<file path="src/rtl/counter_wrap_tracker_if.sv">
// Event stream from the wrap tracker to its consumer (valid/ready).
// Latency: none, this is wiring only.
// Backpressure: the consumer holds ev_ready low to stall the head event.
interface counter_wrap_tracker_if #(
    parameter int POS_W = 16
);
    logic             ev_valid;
    logic             ev_ready;
    logic [1:0]       ev_code;
    logic [POS_W-1:0] ev_pos;

    modport master (
        output ev_valid,
        output ev_code,
        output ev_pos,
        input  ev_ready
    );

    modport slave (
        input  ev_valid,
        input  ev_code,
        input  ev_pos,
        output ev_ready
    );
endinterface

</file>
<file path="src/rtl/counter_wrap_tracker.sv">
// Tracks an up/down counter's qd, extends it to {hi, qd} across wraps, logs wrap/load/jump events.
// Latency: pos one cycle after qd is sampled; an event reaches an empty FIFO head in the same cycle.
// Backpressure: events queue in a FIFO_DEPTH FIFO; a push into a full FIFO without a pop is dropped and sets ev_overflow.
// Optional macro WRAP_TRACK_JUMP_CHECK_EN: illegal jumps push a JUMP event and set jump_err.
module counter_wrap_tracker #(
    parameter int WIDTH      = 8,
    parameter int HI_WIDTH   = 8,
    parameter int FIFO_DEPTH = 4
) (
    input  logic                      clk,
    input  logic                      clear,
    input  logic [WIDTH-1:0]          qd,
    input  logic                      load,
    input  logic                      up_down,
    output logic [WIDTH+HI_WIDTH-1:0] pos,
    counter_wrap_tracker_if.master    ev_if,
    output logic                      ev_overflow,
    output logic                      jump_err
);
    localparam int POS_W = WIDTH + HI_WIDTH;
    localparam int PTR_W = $clog2(FIFO_DEPTH);
    localparam int CNT_W = PTR_W + 1;

`ifdef WRAP_TRACK_JUMP_CHECK_EN
    localparam logic [1:0] EV_JUMP = 2'b00;
`endif
    localparam logic [1:0] EV_WRAP_UP = 2'b01;
    localparam logic [1:0] EV_WRAP_DN = 2'b10;
    localparam logic [1:0] EV_LOAD    = 2'b11;

    localparam logic [WIDTH-1:0] Q_ONES = '1;
    localparam logic [WIDTH-1:0] Q_ONE  = WIDTH'(1);

    typedef enum logic {S_PRIME, S_TRACK} state_t;

    typedef struct packed {
        logic [1:0]       code;
        logic [POS_W-1:0] pos;
    } ev_t;

    state_t                state_q, state_d;
    logic [WIDTH-1:0]      q_prev_q, q_prev_d;
    logic [HI_WIDTH-1:0]   hi_q, hi_d;
    logic                  load_dly_q, load_dly_d;
    logic                  ud_dly_q, ud_dly_d;
    logic                  ovf_q, ovf_d;
    logic [PTR_W-1:0]      wr_ptr_q, wr_ptr_d;
    logic [PTR_W-1:0]      rd_ptr_q, rd_ptr_d;
    logic [CNT_W-1:0]      cnt_q, cnt_d;
    ev_t                   mem_q [FIFO_DEPTH];
    ev_t                   mem_d [FIFO_DEPTH];

    logic [WIDTH-1:0]      delta;
    logic                  ev_push;
    logic                  ev_is_jump;
    ev_t                   ev_new;
    logic                  fifo_full;
    logic                  fifo_pop;
    logic                  push_ok;

    // FSM state register; clear returns to PRIME.
    always_ff @(posedge clk) begin
        if (clear) state_q <= S_PRIME;
        else       state_q <= state_d;
    end

    // Next state: PRIME lasts exactly one cycle, then tracking continues until clear.
    always_comb begin
        state_d = state_q;
        case (state_q)
            S_PRIME: state_d = S_TRACK;
            S_TRACK: state_d = S_TRACK;
            default: state_d = S_PRIME;
        endcase
    end

    // Classify each qd change and compute the tracker registers and any event to log.
    always_comb begin
        delta      = qd - q_prev_q;
        q_prev_d   = qd;
        hi_d       = hi_q;
        load_dly_d = load;
        ud_dly_d   = up_down;
        ev_push    = 1'b0;
        ev_is_jump = 1'b0;
        ev_new     = '0;
        case (state_q)
            S_PRIME: begin
                hi_d = '0;
            end
            default: begin
                if (load_dly_q) begin
                    ev_push     = 1'b1;
                    ev_new.code = EV_LOAD;
                end else if (delta == '0) begin
                    ev_push = 1'b0;
                end else if (delta == Q_ONE && ud_dly_q) begin
                    if (q_prev_q == Q_ONES && qd == '0) begin
                        hi_d        = hi_q + HI_WIDTH'(1);
                        ev_push     = 1'b1;
                        ev_new.code = EV_WRAP_UP;
                    end
                end else if (delta == Q_ONES && !ud_dly_q) begin
                    if (q_prev_q == '0 && qd == Q_ONES) begin
                        hi_d        = hi_q - HI_WIDTH'(1);
                        ev_push     = 1'b1;
                        ev_new.code = EV_WRAP_DN;
                    end
                end else begin
                    // Illegal jump: q_prev already resyncs to qd, hi is left alone.
                    ev_is_jump = 1'b1;
`ifdef WRAP_TRACK_JUMP_CHECK_EN
                    ev_push     = 1'b1;
                    ev_new.code = EV_JUMP;
`endif
                end
            end
        endcase
        ev_new.pos = {hi_d, qd};
    end

    // Event FIFO control: a pop frees a slot for a same-cycle push when full.
    always_comb begin
        fifo_full = (cnt_q == CNT_W'(FIFO_DEPTH));
        fifo_pop  = (cnt_q != '0) && ev_if.ev_ready;
        push_ok   = ev_push && (!fifo_full || fifo_pop);
        ovf_d     = ovf_q | (ev_push && fifo_full && !fifo_pop);
        wr_ptr_d  = push_ok  ? wr_ptr_q + PTR_W'(1) : wr_ptr_q;
        rd_ptr_d  = fifo_pop ? rd_ptr_q + PTR_W'(1) : rd_ptr_q;
        cnt_d     = cnt_q + CNT_W'(push_ok) - CNT_W'(fifo_pop);
        mem_d     = mem_q;
        if (push_ok) mem_d[wr_ptr_q] = ev_new;
    end

    // Datapath and FIFO registers; clear flushes everything and discards any in-flight handshake.
    always_ff @(posedge clk) begin
        if (clear) begin
            q_prev_q   <= '0;
            hi_q       <= '0;
            load_dly_q <= 1'b0;
            ud_dly_q   <= 1'b0;
            ovf_q      <= 1'b0;
            wr_ptr_q   <= '0;
            rd_ptr_q   <= '0;
            cnt_q      <= '0;
            mem_q      <= '{default: '0};
        end else begin
            q_prev_q   <= q_prev_d;
            hi_q       <= hi_d;
            load_dly_q <= load_dly_d;
            ud_dly_q   <= ud_dly_d;
            ovf_q      <= ovf_d;
            wr_ptr_q   <= wr_ptr_d;
            rd_ptr_q   <= rd_ptr_d;
            cnt_q      <= cnt_d;
            mem_q      <= mem_d;
        end
    end

`ifdef WRAP_TRACK_JUMP_CHECK_EN
    logic jump_err_q, jump_err_d;

    // Sticky illegal-jump flag.
    always_comb begin
        jump_err_d = jump_err_q | ev_is_jump;
    end

    // Jump flag register, cleared only by clear.
    always_ff @(posedge clk) begin
        if (clear) jump_err_q <= 1'b0;
        else       jump_err_q <= jump_err_d;
    end

    assign jump_err = jump_err_q;
`else
    logic unused_jump;
    assign unused_jump = ev_is_jump;
    assign jump_err    = 1'b0;
`endif

    // Outputs are driven straight from flops (head entry is a mux of FIFO registers).
    assign pos            = {hi_q, q_prev_q};
    assign ev_overflow    = ovf_q;
    assign ev_if.ev_valid = (cnt_q != '0);
    assign ev_if.ev_code  = mem_q[rd_ptr_q].code;
    assign ev_if.ev_pos   = mem_q[rd_ptr_q].pos;

endmodule

</file>
<file path="src/flat_wrapper.sv">
// flat-port wrapper written by rule: the top's interface ports become plain ports
module counter_wrap_tracker_flat 
#(
    parameter int WIDTH      = 8,
    parameter int HI_WIDTH   = 8,
    parameter int FIFO_DEPTH = 4
)
  (clk, clear, qd, load, up_down, pos, ev_overflow, jump_err, ev_if_ev_valid, ev_if_ev_code, ev_if_ev_pos, ev_if_ev_ready);
  counter_wrap_tracker_if #(.POS_W(16)) ev_if_i ();
  input  logic clk;
  input  logic clear;
  input  logic [WIDTH-1:0] qd;
  input  logic load;
  input  logic up_down;
  output logic [WIDTH+HI_WIDTH-1:0] pos;
  output logic ev_overflow;
  output logic jump_err;
  output wire logic [$bits(ev_if_i.ev_valid)-1:0] ev_if_ev_valid;
  output wire logic [$bits(ev_if_i.ev_code)-1:0] ev_if_ev_code;
  output wire logic [$bits(ev_if_i.ev_pos)-1:0] ev_if_ev_pos;
  input wire logic [$bits(ev_if_i.ev_ready)-1:0] ev_if_ev_ready;
  assign ev_if_ev_valid = ev_if_i.ev_valid;
  assign ev_if_ev_code = ev_if_i.ev_code;
  assign ev_if_ev_pos = ev_if_i.ev_pos;
  assign ev_if_i.ev_ready = ev_if_ev_ready;
  counter_wrap_tracker #(.WIDTH(WIDTH), .HI_WIDTH(HI_WIDTH), .FIFO_DEPTH(FIFO_DEPTH)) u_core (.clk(clk), .clear(clear), .qd(qd), .load(load), .up_down(up_down), .pos(pos), .ev_if(ev_if_i), .ev_overflow(ev_overflow), .jump_err(jump_err));
endmodule
</file>
<file path="config.mk">
export PLATFORM = sky130hd
export DESIGN_NAME = counter_wrap_tracker_flat
export DESIGN_NICKNAME = d
export VERILOG_FILES = /design/src/rtl/counter_wrap_tracker_if.sv /design/src/rtl/counter_wrap_tracker.sv /design/src/flat_wrapper.sv
export SDC_FILE = /design/constraint.sdc
export NUM_CORES = 1
export LEC_CHECK = 0
export CORE_ASPECT_RATIO = 1.75
export CORE_UTILIZATION = 45
export CTS_CLUSTER_SIZE = 14
export DETAILED_ROUTE_END_ITERATION = 12
export GPL_ROUTABILITY_DRIVEN = 1
export HOLD_SLACK_MARGIN = 0.1
export PLACE_DENSITY = 0.75
export SLEW_MARGIN = 20
export SYNTH_ARGS = -nofsm -noshare
export SYNTH_HDL_FRONTEND = slang
export SYNTH_SLANG_ARGS = --single-unit
</file>
<file path="constraint.sdc">
create_clock -name clk -period 4.2 [get_ports clk]
set_input_delay 0.42 -clock clk [delete_from_list [all_inputs] [get_ports clk]]
set_output_delay 0.42 -clock clk [all_outputs]
set_load 0.005 [all_outputs]
</file>
Word-level counts from Yosys, hierarchy flattened
Cells that the tools add are included.
- add/subtract/negate cells: 7
- order comparisons: 3
- equal/unequal tests: 5
- muxes and demuxes: 28
- bitwise operators: 3
- reductions and logical operators: 17
- operators by type and width (kind ; count):
    bitwise mux 72 bit ; 1
    2-to-1 mux 8 bit ; 7
    2-to-1 mux 18 bit ; 3
    binary-select mux 18 bit (select 2 bit) ; 1
    demux 18 bit (select 2 bit) ; 1
    equality test 8 bit, second input constant ; 3
    zero test 8 bit ; 3
    2-to-1 mux 2 bit ; 6
    logical AND 1 bit ; 9
    2-to-1 mux 1 bit ; 9
    adder 8 x 1 -> 8 bit, second input constant ; 1
    equality test 8 x 1 -> 1 bit, second input constant ; 1
    subtractor 8 x 1 -> 8 bit, second input constant ; 1
    subtractor 8 bit ; 1
    >= comparator 3 bit, second input constant ; 2
    inverter 2 -> 3 bit ; 2
    adder 2 x 1 -> 2 bit, second input constant ; 2
    adder 3 x 1 -> 3 bit ; 1
    equality test 3 bit, second input constant ; 1
    zero test 1 bit ; 3
    < comparator 3 x 1 -> 1 bit, second input constant ; 1
    nonzero test 3 bit ; 1
    subtractor 3 x 1 -> 3 bit ; 1
    logical OR 1 bit ; 1
    bitwise OR 1 bit ; 1
- flip-flop bits (word level): 99
- output and inout port bits: 37
- logic and storage cells: 80

Depth between registers and ports, before layout
- word-level depth: 11
- depth in mapped cells: 16

Worst setup path after synthesis
Ideal clock, no wire load.
- path kind: input port to flip-flop
- from: in qd[0]
- to: reg u_core.cnt_q[2]
- library setup time: 0.128 ns
- data arrival time: 3.528 ns
- data required time: 4.072 ns
- setup slack: 0.544 ns
- stages on the path: 16
- path buffers: 0
- cell sequence: inv_1 ha_1 inv_1 fa_1 a211oi_1 nor2_1 xor2_1 nand4b_1 o21ba_2 a21boi_4 ha_1 inv_1 fa_1 xor2_1 xnor2_1 nor2_1
- longest elaborated chain between the ends: 11
- elaborated cells on any way between the ends: 20
- classes of those cells: add/sub: 3; eq/ne: 3; mux: 7; reduce/logical: 7
- RTL lines (item ; RTL line ; RTL):
    start: declaration ; flat_wrapper.sv:12 ; input logic [WIDTH-1:0] qd;
    subtractor 8 bit or equality test 8 bit (tied branches) ; counter_wrap_tracker.sv:79, counter_wrap_tracker.sv:104 ;
    equality test 8 bit or logical AND 1 bit (tied branches) ; counter_wrap_tracker.sv:103, counter_wrap_tracker.sv:104 ;
    logical AND 1 bit or 2-to-1 mux 1 bit (tied branches) ; counter_wrap_tracker.sv:103, counter_wrap_tracker.sv:104 ;
    2-to-1 mux 1 bit ; counter_wrap_tracker.sv:103 ; end else if (delta == Q_ONES && !ud_dly_q) begin
    2-to-1 mux 1 bit ; counter_wrap_tracker.sv:97 ; end else if (delta == Q_ONE && ud_dly_q) begin
    2-to-1 mux 1 bit * ; counter_wrap_tracker.sv:95 ; end else if (delta == '0) begin
    2-to-1 mux 1 bit * ; counter_wrap_tracker.sv:92 ; if (load_dly_q) begin
    2-to-1 mux 1 bit * ; counter_wrap_tracker.sv:87 ; case (state_q)
    logical AND 1 bit * ; counter_wrap_tracker.sv:126 ; push_ok = ev_push && (!fifo_full || fifo_pop);
    via u_core.push_ok ; counter_wrap_tracker.sv:59 ; logic push_ok;
    adder 3 x 1 -> 3 bit * ; counter_wrap_tracker.sv:130 ; cnt_d = cnt_q + CNT_W'(push_ok) - CNT_W'(fifo_pop);
    subtractor 3 x 1 -> 3 bit * ; counter_wrap_tracker.sv:130 ;
    end signal: assignment ; counter_wrap_tracker.sv:155 ; cnt_q <= cnt_d;
    end: declaration ; counter_wrap_tracker.sv:49 ; logic [CNT_W-1:0] cnt_q, cnt_d;
Mark *: on every way through the listed nets, which the timed path passes. The rest lies on a longest branch.
A chain may end at the register's enable or synchronous reset.

Worst setup path in the final report
Same ends and word-level chain as after synthesis.

==> flow_metrics.tcl <==
set metrics [dict create \
    status "completed" \
    clock_latency_ns 0.35 \
    synthAdderAreaFrac_pct 4.89 \
    synth_largest_area_cell "dfxtp_1" \
    yosys.area_share.simple_pct 17.2 \
    p_int_uw 1620 \
    period_needed_ns 3.79 \
    hold_class "register to register" \
    drv_slew 0 \
    diodes 0 \
    wire_per_inst_um 17.2 \
    syn_nets 536 \
    dr.pass1.iters 5 \
    gp_congestion 0.916 \
    root_buffer "clkbuf_16" \
    max-cap-violations 0 \
    utilization_pct 55.5 \
    synth_edf_count 0 \
    viasPerCell 5.82 \
    dr.first_iter.drc_count 255 \
    die-width_um 81.0 \
    ys_warn_count 0 \
    synth_top_area_share_pct 40.4 \
    cp-start-kind "primary input" \
    cts_hold_buf 0 \
    cts_tree "yes" \
    io_pins 50 \
    period_share_pct 90.3 \
    yosys_register_bits 99 \
    synth_top_family_by_area "simple AND/OR/NAND/NOR gates" \
    worst-setup-path-type "primary input to register" \
    vdd_drop_max_mv 0.282 \
    htreeDepth 3 \
    grt_pass1_wl_um 19700 \
    drt_wl_total_um 12000 \
    drc 0 \
    p_leak_uw 0.00212 \
    vias 4055 \
    synth_cells 505 \
    cp.required_ns 4.41 \
    syn_area_mm2 0.00491 \
    setup-tns-final_ns 0 \
    p_comb_share_pct 18.7 \
    clock_sinks 99 \
    gr-total-overflow 0 \
    cts_resized 0 \
    track_usage_pct 22.5 \
    p_sw_uw 646 \
    layout-drive-gt1-share_pct 12.7 \
    avgSynthCellArea_um2 9.72 \
    area.growth.synth_to_final_pct 20.1 \
    swShare_pct 28.6 \
    nFillCells 944 \
    clockBufferDepth 2 \
    p_clk_share_pct 35.7 \
    hpwl_um 8780 \
    synth_ff_type "dfxtp_1" \
    hold_violations 0 \
    synth_area_leaders "dfxtp_1 40%, mux2i_1 8.4%, mux4_2 8.3%" \
    antenna_found_initial 0 \
    ys_types 60 \
    layout.nets 593 \
    sequentialPowerShare_pct 45.7 \
    port_buffers 48 \
    synth_compound_area_share_pct 13.9 \
    tightest_slew_ns 1.07 \
    seq_area_frac_synth_pct 40.4 \
    die_area_mm2 0.0114 \
    ant_nets 0 \
    async_flop_share_pct 0 \
    slew_headroom_pct 28.9 \
    rsz0062_at_grt "false" \
    path_clk_slew_ns 0.07 \
    core_mm2 0.0106 \
    critPathArrivalTime_ns 4.00 \
    post_cts_buffers 0 \
    cp_max_fo 4 \
    end_kind "register" \
    row_count 50 \
    grt_max_degree 68 \
    initial_core_util_pct 46.2 \
    fin_worst_skew_ns 0.00726 \
    synthMuxAreaShare_pct 16.6 \
    p_per_area_mw_per_mm2 384 \
    cts_buffers 9 \
    setup_viol 0 \
    grt_pass1_vias 4152 \
    max_freq_ghz 0.264 \
    synth_xor_area_share_pct 2.50 \
    die_y_um 140 \
]
[critical path, cell delays in order]
cell	delay [ns]
clkdlybuf4s50_1	0.44
inv_1	0.13
ha_1	0.16
inv_1	0.05
fa_1	0.49
nor4b_1	0.30
nand4_1	0.15
nor4_2	0.22
nand4b_1	0.18
o21ba_2	0.28
a21boi_4	0.20
ha_1	0.17
inv_1	0.05
fa_1	0.37
xor2_1	0.18
xnor2_1	0.14
nor2_1	0.05
[kinds of logic (layout without fill, tap and decap cells)]
family          count (synthesis)  after routing
fa+ha+maj                      18             18
buf+inv                        51            113
simple gates                  166            166
xor+xnor                       14             14
other cells                     1              1
flops                          99             99
mux                            59             59
compound gates                 97             97
[cell usage after synthesis, drive strengths merged, types with 3 or more instances]
cell / number
dfxtp: 99
nor2: 67
mux2i: 41
a21oi: 29
o21ai: 27
inv: 24
nand2: 23
mux4: 18
ha: 16
nor2b: 15
buf: 14
clkbuf: 13
nand3: 11
nand4: 10
nor3: 9
a32o: 8
xor2: 8
and2: 6
nand2b: 6
nor4: 6
xnor2: 6
a211oi: 4
o21a: 4
o32ai: 4
a31oi: 3
nor4b: 3
[registers in the layout, summed over array words and instances, names as in the netlist]
signal              count
u_core.ev_overflow      1
u_core.q_prev_q         8
u_core.mem_q           72
u_core.load_dly_q       1
u_core.ud_dly_q         1
u_core.state_q          1
u_core.hi_q             8
u_core.wr_ptr_q         2
u_core.rd_ptr_q         2
u_core.cnt_q            3
[layout make-up]
cell class | count | area [um^2] | share of cell area (%)
Sequential cell | 99 | 1980 | 33.6
Timing Repair Buffer | 73 | 663 | 11.2
Inverter | 24 | 90.1 | 1.53
Multi-Input combinational cell | 355 | 2710 | 45.9
Clock inverter | 6 | 52.6 | 0.891
Tap cell | 130 | 163 | 2.76
Clock buffer | 10 | 239 | 4.05
[stage by stage]
stage / area, um^2 / hold WS [ns] / instances / setup slack (ns) / power (uW)
floorplan: 4910 / 0.432 / 505 / 0.544 / 1330
global placement: 5610 / 0.442 / 681 / 0.181 / 1460
detailed placement: 5610 / 0.450 / 681 / 0.105 / 1480
CTS: 5900 / 0.462 / 697 / 0.425 / 2280
global route: 5900 / 0.482 / 697 / 0.171 / 2370
finish: 5900 / 0.460 / 697 / 0.407 / 2260
[final timing paths]
check / slack, ns / endpoint / cells past startpoint / startpoint
hold reg to reg: 0.46 / u_core.mem_q[9] / 2 / u_core.mem_q[9]
hold / removal: 0.46 / u_core.mem_q[9] / 2 / u_core.mem_q[9]
setup reg to reg: 0.59 / u_core.cnt_q[2] / 15 / u_core.q_prev_q[0]
setup / recovery: 0.41 / u_core.cnt_q[2] / 17 / qd[0]
[routing by layer]
layer | up-vias | wire [um] | global-route usage (%) | share of wire, %
met5 | - | 0 | 0 | 0
met4 | 0 | 471 | 11.6 | 3.9
met3 | 39 | 409 | 3.97 | 3.4
met2 | 116 | 6520 | 40.2 | 54
met1 | 1972 | 4580 | 24.6 | 38
li1 | 1928 | - | - | -
[layout by cell type, fill, tap and decap left out, drive strengths merged, types with 3 or more instances in the layout]
master,n
a31oi,3
clkbuf,10
mux4,18
buf,26
xor2,8
xnor2,6
nand2b,6
o32ai,4
a21oi,29
o21a,4
nor2b,15
nor4,6
nor2,67
nand4,10
nand2,23
nor3,9
nor4b,3
nand3,11
a211oi,4
o21ai,27
inv,28
a32o,8
ha,16
mux2i,41
and2,6
clkdlybuf4s50,47
dfxtp,99
[power by group through the flow]
stage / Combinational, uW / Clock, uW / Sequential (uW)
final: 422 / 807 / 1030
after CTS: 425 / 822 / 1040
after global placement: 410 / 0 / 1050
after detailed placement: 420 / 0 / 1060
after floorplan: 315 / 0 / 1010
after global routing: 461 / 865 / 1040
Power figures use the tool's default switching activity.
